### src/rtl/program_loader_pkg.sv
// program_loader_pkg: loader state encoding and program memory placement shared by loader and memory.
package program_loader_pkg;
  typedef enum logic [2:0] {
    S_IDLE,
    S_LEN_HI,
    S_LEN_LO,
    S_DATA,
    S_WRITE,
    S_DONE,
    S_ERROR
  } state_t;
  localparam logic [31:0] DEFAULT_BASE_ADDRESS = 32'h0040_0000;
endpackage

### src/rtl/program_loader_word_assembler.sv
// word_assembler: big-endian byte shift register with a 2-bit byte-in-word counter.
module word_assembler #(
  parameter int WIDTH = 32
) (
  input  logic             clk,
  input  logic             reset,
  input  logic             clear,
  input  logic             shift,
  input  logic [7:0]       value,
  output logic [WIDTH-1:0] word,
  output logic             last
);
  logic [1:0] count;
  assign last = count == 2'd3;
  always_ff @(posedge clk) begin
    if (!reset) begin
      word  <= '0;
      count <= '0;
    end else if (clear) begin
      count <= '0;
    end else if (shift) begin
      word  <= {word[WIDTH-9:0], value};
      count <= count + 2'd1;
    end
  end
endmodule

### src/rtl/program_loader.sv
// program_loader: receives a length-prefixed byte stream and writes it as 32-bit words to program memory.
module program_loader
  import program_loader_pkg::*;
#(
  parameter int                    MEMORY_DEPTH = 64,
  parameter int                    DATA_WIDTH   = 32,
  parameter logic [DATA_WIDTH-1:0] BASE_ADDRESS = DATA_WIDTH'(DEFAULT_BASE_ADDRESS)
) (
  input  logic                  clk,
  input  logic                  reset,
  input  logic                  start_i,
  input  logic [7:0]            byte_i,
  input  logic                  byte_valid_i,
  output logic                  byte_ready_o,
  output logic                  mem_write_o,
  output logic [DATA_WIDTH-1:0] mem_address_o,
  output logic [DATA_WIDTH-1:0] mem_data_o,
  output logic                  cpu_hold_o,
  output logic                  done_o,
  output logic                  error_o
);
  state_t      state;
  logic [7:0]  len_hi;
  logic [15:0] count, index, len;
  logic        accept, restart, last;
  assign accept  = byte_valid_i && byte_ready_o;
  assign restart = start_i && (state == S_IDLE || state == S_DONE || state == S_ERROR);
  assign len     = {len_hi, byte_i};
  word_assembler #(.WIDTH(DATA_WIDTH)) assembler (
    .clk   (clk),
    .reset (reset),
    .clear (restart),
    .shift (accept && state == S_DATA),
    .value (byte_i),
    .word  (mem_data_o),
    .last  (last)
  );
  // Outputs are registered alongside the state, so each transition sets the flags of the state it enters.
  always_ff @(posedge clk) begin
    if (!reset) begin
      state         <= S_IDLE;
      byte_ready_o  <= 1'b0;
      mem_write_o   <= 1'b0;
      mem_address_o <= BASE_ADDRESS;
      cpu_hold_o    <= 1'b0;
      done_o        <= 1'b0;
      error_o       <= 1'b0;
      len_hi        <= '0;
      count         <= '0;
      index         <= '0;
    end else begin
      mem_write_o <= 1'b0;
      case (state)
        S_IDLE, S_DONE, S_ERROR: if (restart) begin
          state         <= S_LEN_HI;
          byte_ready_o  <= 1'b1;
          cpu_hold_o    <= 1'b1;
          done_o        <= 1'b0;
          error_o       <= 1'b0;
          index         <= '0;
          mem_address_o <= BASE_ADDRESS;
        end
        S_LEN_HI: if (accept) begin
          len_hi <= byte_i;
          state  <= S_LEN_LO;
        end
        S_LEN_LO: if (accept) begin
          count <= len;
          if (len == 16'd0) begin
            state        <= S_DONE;
            byte_ready_o <= 1'b0;
            cpu_hold_o   <= 1'b0;
            done_o       <= 1'b1;
          end else if ({16'd0, len} > 32'(MEMORY_DEPTH)) begin
            state        <= S_ERROR;
            byte_ready_o <= 1'b0;
            error_o      <= 1'b1;
          end else begin
            state <= S_DATA;
          end
        end
        S_DATA: if (accept && last) begin
          state        <= S_WRITE;
          byte_ready_o <= 1'b0;
          mem_write_o  <= 1'b1;
        end
        S_WRITE: begin
          index         <= index + 16'd1;
          mem_address_o <= mem_address_o + DATA_WIDTH'(4);
          if (index == count - 16'd1) begin
            state      <= S_DONE;
            cpu_hold_o <= 1'b0;
            done_o     <= 1'b1;
          end else begin
            state        <= S_DATA;
            byte_ready_o <= 1'b1;
          end
        end
        default: state <= S_IDLE;
      endcase
    end
  end
endmodule

### config.mk
export PLATFORM = sky130hd
export DESIGN_NAME = program_loader
export DESIGN_NICKNAME = d
export VERILOG_FILES = /design/src/rtl/program_loader_pkg.sv /design/src/rtl/program_loader_word_assembler.sv /design/src/rtl/program_loader.sv
export SDC_FILE = /design/constraint.sdc
export NUM_CORES = 1
export LEC_CHECK = 0
export ABC_AREA = 1
export CORE_MARGIN = 1
export CORE_UTILIZATION = 52
export CTS_BUF_LIST = sky130_fd_sc_hd__clkbuf_2 sky130_fd_sc_hd__clkbuf_4 sky130_fd_sc_hd__clkbuf_8
export DETAILED_ROUTE_END_ITERATION = 6
export PLACE_DENSITY = 0.83
export SLEW_MARGIN = 20
export SYNTH_ARGS = -nofsm -noshare
export SYNTH_HDL_FRONTEND = slang
export SYNTH_SLANG_ARGS = --single-unit
### constraint.sdc
create_clock -name clk -period 1.6 [get_ports clk]
set_input_delay 0.32 -clock clk [delete_from_list [all_inputs] [get_ports clk]]
set_output_delay 0.32 -clock clk [all_outputs]
set_load 0.01 [all_outputs]
## Yosys cells after proc, flatten, opt, wreduce, memory -nomap -nowiden

Index checks and enable logic that the tools add are counted.
Widths: inputs -> output; s select.

| storage, ports and cells | value |
|---|---|
| register bits | 114 |
| bits of input ports | 12 |
| output and inout bits | 69 |
| logic and storage cells | 93 |

| operators by class | value |
|---|---|
| add/sub/neg operators | 4 |
| $lt $le $gt $ge | 1 |
| eq/ne operators | 18 |
| muxes and demuxes | 33 |
| bitwise gates (word level) | 2 |
| reduce and logical (&&, ||, !) cells | 23 |

Operators with widths:

| cell | count |
|---|---|
| $pmux 32 s2 | 1 |
| $add 32x3->32 const B | 1 |
| $mux 32 | 1 |
| $pmux 16 s2 | 1 |
| $mux 3 | 7 |
| $mux 1 | 17 |
| $add 16x1->16 const B | 1 |
| $eq 16x16->1 | 1 |
| $gt 16x7->1 const B | 1 |
| $logic_not 16->1 | 1 |
| $mux 16 | 1 |
| $sub 16x1->16 const B | 1 |
| $pmux 3 s5 | 1 |
| $ne 2x2->1 const B | 7 |
| $reduce_and 2->1 | 5 |
| $reduce_and 5->1 | 2 |
| $eq 3x3->1 const B | 3 |
| $eq 3x2->1 const B | 2 |
| $pmux 1 s3 | 2 |
| $reduce_and 6->1 | 1 |
| $logic_and 1x1->1 | 4 |
| $ne 2x1->1 const B | 2 |
| $pmux 1 s4 | 1 |
| $reduce_and 4->1 | 1 |
| 13 further kinds | 16 |

## Depth between registers and ports, before layout

| logic depth | value |
|---|---|
| word-level depth | 6 |
| gate-level depth with buffers | 16 |
| mapped depth without buffers | 16 |

## Cells and area by module

A second synthesis with hierarchy kept.

| second synthesis, totals | value |
|---|---|
| cells, all modules | 845 |
| area, all modules | 5,716.7 sq um |

By module, submodules not included:

| module | instances | cells an instance | area each (sq um) | sequential area each (sq um) |
|---|---|---|---|---|
| program_loader | 1 | 627 | 4,247.8 | 1,561.5 |
| word_assembler | 1 | 218 | 1,468.9 | 680.7 |

## Worst setup path after synthesis

OpenSTA, ideal clock, no wires.

| path | value |
|---|---|
| path kind | reg-to-reg |
| start | reg mem_address_o[2] |
| end | reg mem_address_o[22] |
| arrival | 1.653 ns |
| required time | 1.466 ns |
| path slack | -0.187 ns |
| stages on the path, launching flop included | 11 |
| period minus slack after synthesis | 1.787 ns |
| cell sequence | dfxtp_1 -> ha_1 -> nand2_2 -> nor2_2 -> nand2_1 -> nor2_2 -> nand4_1 -> nor3_1 -> nand4_1 -> a21oi_1 -> o211ai_1 |

| between the ends | value |
|---|---|
| cells in the longest elaborated chain, start to end | 2 |

Ends and longest elaborated chain:

| element | line | source |
|---|---|---|
| start: declaration | program_loader.sv:16 | `output logic [DATA_WIDTH-1:0] mem_address_o,` |
| start signal: assignment | program_loader.sv:89 | `mem_address_o <= mem_address_o + DATA_WIDTH'(4);` |
| $add 32x3->32 | program_loader.sv:89 |  |
| $pmux 32 s2 | program_loader.sv:53 | `case (state)` |

No other way between the ends.
A chain may end at the register's enable or synchronous reset.

## Worst setup path after layout

| path | value |
|---|---|
| start | reg count[9] |
| end | reg cpu_hold_o |

| between the ends | value |
|---|---|
| cells in the longest elaborated chain, start to end | 4 |

Ends and longest elaborated chain:

| element | line | source |
|---|---|---|
| start: declaration | program_loader.sv:24 | `logic [15:0] count, index, len;` |
| start signal: assignment | program_loader.sv:68 | `count <= len;` |
| $sub 16x1->16 | program_loader.sv:90 | `if (index == count - 16'd1) begin` |
| $eq 16x16->1 | program_loader.sv:90 |  |
| $ne 2x2->1 (no source line) | n/a |  |
| $reduce_and 5->1 (no source line) | n/a |  |
| end signal: assignment | program_loader.sv:57 | `cpu_hold_o <= 1'b1;` |
| end signal: assignment | program_loader.sv:72 | `cpu_hold_o <= 1'b0;` |
| end signal: assignment | program_loader.sv:92 | `cpu_hold_o <= 1'b0;` |
| end: declaration | program_loader.sv:18 | `output logic cpu_hold_o,` |

No other way between the ends.

==> reports/metrics.csv <==
metric;value;unit
ff2ff_path_depth;13;
finalMaxSlewViolations;0;
drt_iter0_markers;1379;
fillers;538;
gp_congestion;0.9370;
layout_commonest_cell;buf_4;
worstPathCellList;buf_4 > xnor2_1 > inv_1 > nand3_1 > nand2_1 > and2_0 > nand2_1 > nor2_1 > nand2_1 > nand2_2 > nand2_2 > nand2_2 > a21oi_1;
drt_wl_total;27.42;mm
violations;design-rule violations, negative setup slack;
grt_util_all_layers;0.3312;
synth_cell_types;51;
die_y;108.7;um
vias_per_cell;6.396;
clk_latency;0.43;ns
final_area;9269;um^2
crit_path_end_kind;register;
initial_core_util;0.5392;
grt_max_degree;57;
required;1.91;ns
r2r_slack;-1.04;ns
yosysWarnings;0;
timing.final.ws_setup;-1.035;ns
min_period;2.635;ns
synth_area_per_cell;6.830;um^2
maxCapViolCount;0;
ys_ff_latch;112;
min_path_type;input port to register;
total_power;7841;uW
setup-violations-final;53;
h-tree-depth;3;
drcViolationCount;23;
die_area;11820;um^2
place_hpwl;12.39;mm
final_cell_count_no_fill;1267;
via_count;8104;
ys_seq_area_frac;0.3786;
whs;0.3693;ns
multi_input_area;3860;um^2
grt_pass1_vias;6708;
arrival;2.95;ns
dpl.cell_count;1201;
p_leak;0.004385;uW
r2r_end;cpu_hold_o;
root_buffer;clkbuf_8;
fin_tns_setup;-13.40;ns
rsz0062_at_grt;yes;
yosys.area.top_type_share;0.3786;
cp-start-kind;register;
critPathMaxStageDelay;0.38;ns
ant_nets;0;
avgRoutedWirePerCell;21.64;um
clk_pin_slew;0.13;ns
final_cell_mix;buf_4 (158), nand2_1 (150), nor2_1 (132), o21ai_0 (71), dfxtp_1 (70);
yosys_most_used_dff;dfxtp_1;
hold_depth;4;
p_per_area;845.9;nW/um^2
netlist_instances;867;
numCtsBuffers;9;
syn_to_final_growth;56.52;%
max-slew-margin-rel;0.6091;
hold_viol;0;
grt_overflow;0;
io_pins;81;
clk_path_buf_depth;2;
nets;1138;
num_antenna_cells;0;
finClkSkew;0.01961;ns
fmax;379.5;MHz
synth_area;5922;um^2
core-area;10980;um^2
die_width;108.7;um
postCtsHoldBufs;0;
cp.buffers_inverters;2;
grt_pass1_wl;31.04;mm
worstHoldStart;reset;
port_buffers;78;
ys_async_sr_fraction;0;
synth-edff-count;0;
antenna_found_initial;0;
hold_end;index[15];
yosys-top-cells-area;dfxtp_1 (38%), nand2_1 (11%), nor2_1 (9.8%);
critPathKind;register to register;
yosysTopAreaCell;dfxtp_1;
drive_above_1_share;0.3798;
ff_latch_area;2330;um^2
cts_sinks;112;
ir_worst_vdd;0.6702;mV
path_max_fanout;4;
timing.rr.start;count[9];
worstMarginPinSlew;0.5863;ns
path_delay_family;simple AND/OR/NAND/NOR gates;
drtPass1Iterations;7;
num_rows;38;
status;finished with violations;
crit_path_top_delay_cell;dfxtp_1;
dpl_cell_area;7946;um^2
post-route-period-util;1.647;
cts_tree;yes;
==> logic make-up (layout without fill, tap and decap cells) <==
group / Yosys count / in the layout / share of synthesized area
AOI/OAI and AO/OA: 162 / 162 / 0.1551
buffers and inverters: 114 / 373 / 0.07606
xor gates and xnor gates: 14 / 14 / 0.02071
and+or+nand+nor: 460 / 460 / 0.3604
other: 1 / 2 / 0.0006332
DFF: 112 / 112 / 0.3786
adders and majority gates: 4 / 4 / 0.008452
==> worst register-to-register path: stages, from the launching register on <==
cell,delay [ns]
dfxtp_1,0.38
buf_4,0.16
xnor2_1,0.18
inv_1,0.24
nand3_1,0.16
nand2_1,0.13
and2_0,0.37
nand2_1,0.17
nor2_1,0.17
nand2_1,0.12
nand2_2,0.16
nand2_2,0.13
nand2_2,0.10
a21oi_1,0.06
==> power breakdown <==
group	internal (uW)	switching, uW
clock network	632	1200
registers	2890	133
logic	1120	1870
total	4640	3200
==> worst max-delay path by stage <==
stage	from	end	slack (ns)	cells after the start
5_1_grt	count[9]	cpu_hold_o	-1.12	13
3_3_place_gp	byte_i[4]	cpu_hold_o	-0.41	11
3_5_place_dp	byte_i[4]	cpu_hold_o	-0.61	11
4_1_cts	count[6]	cpu_hold_o	-0.20	14
2_1_floorplan	mem_address_o[2]	mem_address_o[18]	-0.03	11
6_report	count[9]	cpu_hold_o	-1.04	13
==> layout make-up <==
class	instances	area share
timing repair inverter	3	0.002160
clock inverter	7	0.009179
multi-input combinational	642	0.4164
tap	140	0.01890
timing repair buffer	269	0.2520
clock buffer	9	0.01336
sequential	112	0.2513
inverter	85	0.03658
==> state kept, by name (all words and copies together) (netlist names) <==
name / cells
byte_ready_o: 1
cpu_hold_o: 1
mem_address_o: 30
done_o: 1
count: 16
state: 3
len_hi: 8
index: 16
mem_write_o: 1
error_o: 1
assembler.count: 2
assembler.word: 32
==> metrics by stage <==
stage | utilization | setup WS [ns]
finish | 0.8439 | -1.035
global route | 0.8439 | -1.118
CTS | 0.7769 | -0.1954
detailed placement | 0.7235 | -0.6054
global placement | 0.7235 | -0.4110
floorplan | - | -0.03220
==> metal layers <==
metal	track usage	vias up	share of wire
li1	-	3347	-
met1	0.4045	3617	0.33
met2	0.5574	811	0.44
met3	0.07233	329	0.13
met4	0.1477	0	0.095
met5	0	-	0
==> cell usage after synthesis (2+ instances only) <==
cell        n
inv_2       9
nand3_4     2
nand2_1   174
a221oi_1    4
buf_4       3
a221oi_2    2
nor2_4      7
clkbuf_1   14
nand3_2     3
nand4_1    11
buf_2       9
xnor2_1     8
o21ai_0    81
a21oi_2     2
nand2_4     2
o211ai_1    3
nor3_2      3
nand2_2    10
nor2_1    155
ha_1        4
nor2_2     14
inv_1      76
xor2_1      6
nor4_1      8
or2_2       2
nor3_1      9
nand3b_1    8
nor4_2      2
or2_0       2
dfxtp_1   112
a21oi_1    53
a211oi_1    5
buf_1       3
nand3_1    44
==> what timing repair did <==
| action | 4_1_cts | 5_1_grt |
|---|---|---|
| pin swaps | 23 | 65 |
| endpoints found under the hold margin | 0 | 0 |
| endpoints found under the setup margin | 101 | 72 |
| gates cloned | 0 | 3 |
| buffers inserted | 26 | 28 |
| resized for setup | 164 | 149 |
(Power assumes the default switching activity.)
